==> config.mk <==
export PLATFORM = sky130hd
export DESIGN_NAME = sevenseg_scan_driver
export DESIGN_NICKNAME = d
export VERILOG_FILES = /design/src/rtl/dinorun_pkg.sv /design/src/rtl/sevenseg_hex_decoder.sv /design/src/rtl/sevenseg_scan_driver.sv
export SDC_FILE = /design/constraint.sdc
export NUM_CORES = 1
export LEC_CHECK = 0
export CORE_MARGIN = 1.5
export CORE_UTILIZATION = 50
export CTS_BUF_LIST = sky130_fd_sc_hd__clkbuf_16
export DETAILED_ROUTE_END_ITERATION = 8
export GPL_ROUTABILITY_DRIVEN = 0
export PLACE_DENSITY_LB_ADDON = 0.3
export RECOVER_POWER = 25
export SLEW_MARGIN = 20
export SYNTH_ARGS = -nofsm -noshare
export SYNTH_HDL_FRONTEND = slang
export SYNTH_SLANG_ARGS = --single-unit
==> constraint.sdc <==
create_clock -name clk_25_175_i -period 2.05 [get_ports clk_25_175_i]
set_input_delay 0.615 -clock clk_25_175_i [delete_from_list [all_inputs] [get_ports clk_25_175_i]]
set_output_delay 0.615 -clock clk_25_175_i [all_outputs]
set_load 0.03 [all_outputs]
==> src/rtl/dinorun_pkg.sv <==
// Shared display types and the hex-to-seven-segment glyph table.
package dinorun_pkg;

    typedef logic [6:0] seg7_t;

    localparam seg7_t      SEG7_BLANK_N = 7'h7F;
    localparam logic [3:0] AN_OFF_N     = 4'hF;

    // Active-high segment pattern {g,f,e,d,c,b,a} for one hex nibble.
    function automatic seg7_t hex_to_seg7(input logic [3:0] hex);
        seg7_t seg;
        seg = '0;
        case (hex)
            4'h0: seg = 7'h3F;
            4'h1: seg = 7'h06;
            4'h2: seg = 7'h5B;
            4'h3: seg = 7'h4F;
            4'h4: seg = 7'h66;
            4'h5: seg = 7'h6D;
            4'h6: seg = 7'h7D;
            4'h7: seg = 7'h07;
            4'h8: seg = 7'h7F;
            4'h9: seg = 7'h6F;
            4'hA: seg = 7'h77;
            4'hB: seg = 7'h7C;
            4'hC: seg = 7'h39;
            4'hD: seg = 7'h5E;
            4'hE: seg = 7'h79;
            4'hF: seg = 7'h71;
        endcase
        return seg;
    endfunction

endpackage

==> src/rtl/sevenseg_hex_decoder.sv <==
// Combinational hex nibble to active-high seven-segment decoder.
module sevenseg_hex_decoder
    import dinorun_pkg::*;
(
    input  logic [3:0] hex,
    output seg7_t      seg
);

    assign seg = hex_to_seg7(hex);

endmodule

==> src/rtl/sevenseg_scan_driver.sv <==
// Four-digit multiplexed seven-segment scanner with per-slot blanking and a
// once-per-frame shadow capture so score updates never tear mid-frame.
module sevenseg_scan_driver
    import dinorun_pkg::*;
#(
    parameter int DWELL_CYCLES = 25175,
    parameter int BLANK_CYCLES = 1259
) (
    input  logic       clk_25_175_i,
    input  logic       rst_ni,
    input  logic       digit0_en_i,
    input  logic [3:0] digit0_i,
    input  logic       digit1_en_i,
    input  logic [3:0] digit1_i,
    input  logic       digit2_en_i,
    input  logic [3:0] digit2_i,
    input  logic       digit3_en_i,
    input  logic [3:0] digit3_i,
    output logic [3:0] an_no,
    output logic [6:0] seg_no,
    output logic       frame_o
);

    localparam int             CW        = $clog2(DWELL_CYCLES);
    localparam logic [CW-1:0]  CNT_LAST  = CW'(DWELL_CYCLES - 1);
    localparam logic [CW-1:0]  CNT_BLANK = CW'(BLANK_CYCLES);

    logic [CW-1:0]   cnt;
    logic [1:0]      idx;
    logic [3:0]      sh_en;
    logic [3:0][3:0] sh_val;

    logic       slot_end;
    logic       frame_load;
    logic       drive;
    seg7_t      seg_hi;
    logic [3:0] an_next;
    logic [6:0] seg_next;

    assign slot_end   = (cnt == CNT_LAST);
    assign frame_load = slot_end && (idx == 2'd3);

    sevenseg_hex_decoder u_dec (
        .hex (sh_val[idx]),
        .seg (seg_hi)
    );

    // Anode and segments are chosen together from the same state so they
    // always switch in the same cycle.
    always_comb begin
        drive    = (cnt >= CNT_BLANK) && sh_en[idx];
        an_next  = AN_OFF_N;
        seg_next = SEG7_BLANK_N;
        if (drive) begin
            an_next  = ~(4'b0001 << idx);
            seg_next = ~seg_hi;
        end
    end

    always_ff @(posedge clk_25_175_i) begin
        if (!rst_ni) begin
            cnt     <= '0;
            idx     <= '0;
            sh_en   <= '0;
            sh_val  <= '0;
            an_no   <= AN_OFF_N;
            seg_no  <= SEG7_BLANK_N;
            frame_o <= 1'b0;
        end else begin
            cnt <= slot_end ? '0 : cnt + CW'(1);
            if (slot_end)
                idx <= idx + 2'd1;
            if (frame_load) begin
                sh_en  <= {digit3_en_i, digit2_en_i, digit1_en_i, digit0_en_i};
                sh_val <= {digit3_i, digit2_i, digit1_i, digit0_i};
            end
            frame_o <= frame_load;
            an_no   <= an_next;
            seg_no  <= seg_next;
        end
    end

endmodule

Yosys cells after proc, flatten, opt, wreduce, memory -nomap -nowiden
Memory sizes are Yosys's and may differ from the RTL's.
Cells that the tools add are included.
Word-level totals
  bits in read-only memories: 112
  register bits: 49
  logic and storage cells: 29
  memories: 1
Memory list
  (name not given): words 16, bits a word 7, read ports 1, clocked after Yosys merged registers in 0, write ports 0, line dinorun_pkg.sv:13  | case (hex)
Operators by class
  bitwise gates (word level): 3
  $lt $le $gt $ge: 2
  add/subtract/negate cells: 2
  mux-type cells: 4
  shift-type cells: 1
  reduce and logical (&&, ||, !) cells: 4
  eq/ne operators: 2
Operators with widths (number)
  15-bit by 1-bit adder with 15-bit output (second input constant): 1
  15-bit == test (second input constant): 1
  15-bit by 11-bit greater-or-equal comparator with 1-bit output (second input constant): 1
  4-bit binary-select mux with 2-bit select: 1
  7-bit NOT: 1
  4-bit two-way mux: 1
  4-bit NOT: 1
  1-bit by 2-bit left shift with 4-bit output (first input constant): 1
  2-bit by 3-bit less-than comparator with 1-bit output (second input constant): 1
  2-bit by 1-bit adder with 2-bit output (second input constant): 1
  1-bit binary-select mux with 2-bit select: 1
  2-bit == test (second input constant): 1
  1-bit logical AND: 2
  2-bit AND reduction: 1
  2-bit OR reduction: 1
  1-bit two-way mux: 1
  1-bit NOT: 1

Longest topological paths before layout
  word-level depth: 4
  mapped depth: 9

Cells and area by module
A second synthesis with hierarchy kept.
Unflattened totals
  cell total of the unflattened synthesis: 253
  area total of the unflattened synthesis: 2399.8 um^2
By module, submodules not included
  sevenseg_scan_driver: instances 1, area each 2112.0 um^2, cells an instance 220
  sevenseg_hex_decoder: instances 1, area each 287.8 um^2, cells an instance 33

Worst setup path after synthesis
OpenSTA, ideal clock, no wires.
  path type: register to register
  start: reg idx[0]
  end: reg seg_no[0]
  stages on the path, launching flop included: 8
  data arrival time: 1783 ps
  path buffers: 1
  data required time: 1928 ps
  setup slack: 145 ps
  cell sequence: dfxtp_1 -> buf_4 -> mux4_2 -> ha_1 -> nor3_1 -> a21oi_1 -> a21oi_1 -> o21ai_1
On the way
  word-level cells in the longest chain between the ends: 4
  elaborated cells on any way between the ends: 8
Ends and longest elaborated chain
  start, declared: line sevenseg_scan_driver.sv:29  | logic [1:0] idx;
  start signal, assigned: line sevenseg_scan_driver.sv:72  | idx <= idx + 2'd1;
  4-bit binary-select mux with 2-bit select / 1-bit binary-select mux with 2-bit select (equally long branches): line sevenseg_scan_driver.sv:44, sevenseg_scan_driver.sv:51
  4-bit two-way mux (not written as such) / 1-bit two-way mux (equally long branches): line sevenseg_scan_driver.sv:44, sevenseg_scan_driver.sv:51
  memory 16 x 7 bit / 1-bit logical AND (equally long branches)
  7-bit NOT / 2-bit AND reduction (equally long branches)
  end signal, assigned: line sevenseg_scan_driver.sv:79  | seg_no <= seg_next;
  end, declared: line sevenseg_scan_driver.sv:20  | output logic [6:0] seg_no,
Parallel ways exist; a longest one is shown, timed or not. The select of a mux whose other input is x is not followed.
A chain may end at the register's enable or synchronous reset.

Final worst setup path
  start: reg frame_o
  end: out frame_o
RTL lines
  start, declared: line sevenseg_scan_driver.sv:21  | output logic frame_o
  start signal, assigned: line sevenseg_scan_driver.sv:77  | frame_o <= frame_load;
No word-level cell between the ends.

==> impl.org <==
** Logic synthesis
- Of all cell types, the one taking the most synthesized area is sky130_fd_sc_hd__dfxtp_1.
- Fraction of synthesis flops using an asynchronous set or reset pin :: 0
- The number of nets in the synthesized netlist is 263.
- In the synthesized netlist, the number of instances is 230.
- Synth Area in XOR/XNOR :: 0.06100
- Of the total synthesized cell area, the portion taken by AND, OR, NAND and NOR gates is 0.1732.
- Commonest cells post-synth :: sky130_fd_sc_hd__dfxtp_1, sky130_fd_sc_hd__nor2_1, sky130_fd_sc_hd__mux2i_1
- The share of the Yosys chip area taken by registers is 0.4270.
- The most used flip-flop cell after synthesis is sky130_fd_sc_hd__dfxtp_1.
- Synthesized flop and latch total :: 49
- The synthesized-area fraction occupied by ao, oa, aoi and oai cells was 0.04847.
- Of the total synthesized cell area, the portion taken by full adders, half adders and majority gates is 0.05991.
- Summing every instance area after synthesis gives 0.002297 mm².
- In the post-synthesis netlist, the cell with the most instances is sky130_fd_sc_hd__dfxtp_1.
- By area the synthesized netlist is led by sky130_fd_sc_hd__dfxtp_1, sky130_fd_sc_hd__mux2i_1, sky130_fd_sc_hd__nor2_1.
- Mean area per synthesized cell :: about 10 µm²
- After synthesis, the netlist uses 42 different library cells.
- Mux contribution to synthesized area :: 0.1748
- Count of warnings emitted by yosys :: 0
- The share of synthesized area in the top cell type comes to 0.4270.
- By area, the combinational part of the netlist is dominated by multiplexers.
- Counting flops with a built-in enable in the synthesized netlist gives 0.

** Place
- Buffers placed on the I/O ports in this run total 33.
- HPWL after detailed placement :: 2879 µm

** CTS
- The H-tree generated during clock tree synthesis spans 2 levels.
- CTS tree :: yes
- In this run, CTS created clock tree buffers numbering 5.
- After clock tree synthesis, the clock-pin slew on the worst setup and hold paths is 60 ps.
- Clock buffer depth :: 2
- Cell at the root of the clock tree :: sky130_fd_sc_hd__clkbuf_16
- Total number of clock tree sinks :: 49
- Number of hold buffers added after CTS :: 0
- At the later pin of the worst-skew pair, clock insertion delay measures 280 ps.
- Once the clock tree was built, the setup fixing pass inserted 0 buffers.

** Detailed routing
- After detailed routing, the average wire length per cell comes to 13.06 µm.
- The routed design has between 4000 and 5000 µm of wire.
- Average via count per standard cell :: roughly 5.3
- DR pass1 iterations :: 4
- In the routed design, unresolved DRC markers number 0.
- The first routing iteration left 99 violations.
- Number of nets still failing antenna checks after routing :: 0
- Routed vias :: between 1500 and 2000

** STA
- Number of hold violations in the final report :: 0
- For this run, the top clock speed supported by timing is between 500 and 600 MHz.
- Relative slew margins :: 0.6666
- Pins Over Slew Limit :: 0
- Setup violations remaining at the end of the flow were counted as 0.
- Hold timing on the final database bottoms out at a slack of between 400 and 500 ps.
- Subtracting the final worst setup slack from the clock period gives between 1500 and 2000 ps.
- Worst clock skew :: 7.315 ps
- In the final timing run, aggregate negative setup slack is 0 ps.
- Setup repair after global routing left no endpoint under its margin.
- Of the available clock period, the critical path in the final layout requires 0.9198.
- Transition time at the pin with the least slew margin :: 486.2 ps

** Critical path
- Cell type group with the largest total delay on the critical path :: buffers and inverters
- Crit. End Element :: output port
- The critical path goes through clkdlybuf4s50_1.
- Worst path slowest cell :: sky130_fd_sc_hd__clkdlybuf4s50_1
- Class of the most critical setup path :: flip-flop to output port
- Measured in cells, the most critical reg-to-reg path has a length of 7.
- STA classifies the critical path startpoint as a flip-flop.
- Of all nets on the critical path, the largest fanout is 1.
- The worst register-to-register path begins at idx[0].
- Worst flop-to-flop path endpoint :: seg_no[0]
- Largest stage delay, worst path :: 670 ps
- Required time at the worst-slack endpoint :: 1430 ps
- Data on the critical path arrives at its endpoint at 1270 ps.
- Worst reg-to-reg setup slack :: 170 ps
- Buffers and inverters on the worst path :: 1

** Hold path
- Cell depth of the worst hold path :: 2
- End point of the most critical hold path :: sh_val[4]
- In this run the most critical hold path is launched from sh_val[4].
- Worst hold path type :: flip-flop to flip-flop

** Cells and area
- The area growth from synthesis to layout is 22.39%.
- Number of filler instances in the final layout :: 370
- Ratio of cells with drive above 1 in the final layout :: 0.1086
- The repair_antennas step left the layout with diodes totalling 0.
- Layout Utilization :: 0.6413
- Nets :: 299

** Floorplan
- The die covers between 0.005 and 0.006 mm².
- Die width :: 70.78 µm
- Overall die height :: between 70 and 80 µm
- The initial utilization of the core area, before any placement, comes to 0.5240.
- 34 I/O pins were placed.
- After floorplanning, the core was sized to cover 0.004384 mm².
- Row Count :: 24

** Outcome
- Status :: finished clean

** Pwr
- LEAKAGE :: 1.249 nW
- Power density of the placed cells :: 643.3 mW/mm²
- The worst-case IR drop observed on VDD is 0.3907 mV.

** Global route
- Global-route usage over all layers :: 0.1739
- Via count of the first global-routing pass :: 1528
- Largest net degree at the start of global routing :: 24
- First-pass GRT wire length :: 7003 µm
- Number of antenna violations at the first check in global routing :: 0
- Global routing finished with a remaining overflow of 0.

** Job
- Across the run, the number of max-cap violations was 0.
-- per-layer routing --
layer	up-vias	wire length (µm)	GRT usage
met2	43	1874	0.2658
li1	864	-	-
met3	2	184	0.03704
met1	790	2080	0.2498
met5	-	0	0
met4	0	27	0.05031
-- where the power goes --
part / switching (mW) / internal [mW]
sequential: 0.00660 / 0.957
clock: 0.330 / 0.447
combinational: 0.0234 / 0.0442
total: 0.360 / 1.45
-- per-stage QoR --
stage	std cells	power (mW)	worst slack, ps	area, µm²
final	319	1.809	164.4	2811
after global routing	319	1.869	35.32	2811
after CTS	319	1.824	60.22	2810
after detailed placement	311	1.052	87.03	2668
after global placement	311	1.052	154.1	2668
after floorplan	230	1.004	144.9	2297
-- worst max path at each step --
stage / startpoint / endpoint / slack, ps / depth (start not counted)
floorplan: idx[0] / seg_no[0] / 140 / 7
global placement: cnt[0] / seg_no[2] / 150 / 6
detailed placement: cnt[0] / seg_no[2] / 90 / 6
CTS: cnt[0] / seg_no[2] / 60 / 6
global route: cnt[0] / seg_no[2] / 40 / 6
finish: frame_o / frame_o / 160 / 1
-- repair_timing --
| item | 4_1_cts | 5_1_grt |
|---|---|---|
| gates resized for setup | 0 | 4 |
| endpoints found under the hold margin | 0 | 0 |
| setup endpoints to repair | 0 | 11 |
-- tightest hold or removal path, stage by stage (launching register included) --
cell,delay [ps]
sky130_fd_sc_hd__dfxtp_1,330
sky130_fd_sc_hd__mux2i_1,70
sky130_fd_sc_hd__nor2_1,70
-- placed cells by master (no fill, tap or decap), types with 5 or more instances in the layout --
cell                              netlist  layout
sky130_fd_sc_hd__dfxtp_1               49      48
sky130_fd_sc_hd__nor2_1                40      40
sky130_fd_sc_hd__clkdlybuf4s50_1        0      33
sky130_fd_sc_hd__mux2i_1               30      30
sky130_fd_sc_hd__nand2_1               13      13
sky130_fd_sc_hd__ha_1                  11      11
sky130_fd_sc_hd__xor2_1                10      10
sky130_fd_sc_hd__nand3_1                8       8
sky130_fd_sc_hd__inv_1                  7       7
sky130_fd_sc_hd__buf_4                  1       7
sky130_fd_sc_hd__xnor2_1                6       6
sky130_fd_sc_hd__clkbuf_16              0       5
-- cell type report --
type | count | area (µm²) | area share
multi-input combinational | 161 | 1189 | 0.4228
sequential | 49 | 982.2 | 0.3494
timing repair buffer | 41 | 402.9 | 0.1433
clock buffer | 5 | 125.1 | 0.04450
tap | 52 | 65.06 | 0.02314
inverter | 8 | 30.03 | 0.01068
clock inverter | 3 | 17.52 | 0.006231
-- cell families after synthesis --
logic type / after synthesis
and+or+nand+nor: 82
DFF: 49
muxes: 36
buffers and inverters: 20
AOI/OAI and AO/OA: 16
xor gates and xnor gates: 16
adders and majority gates: 11
-- flip-flops by register name (all words and copies together), names as in the netlist --
signal and count:
idx 2, cnt 15, sh_val 16, an_no 4, seg_no 7, sh_en 4, frame_o 1
Note: power is estimated with default switching activity, not from simulation.
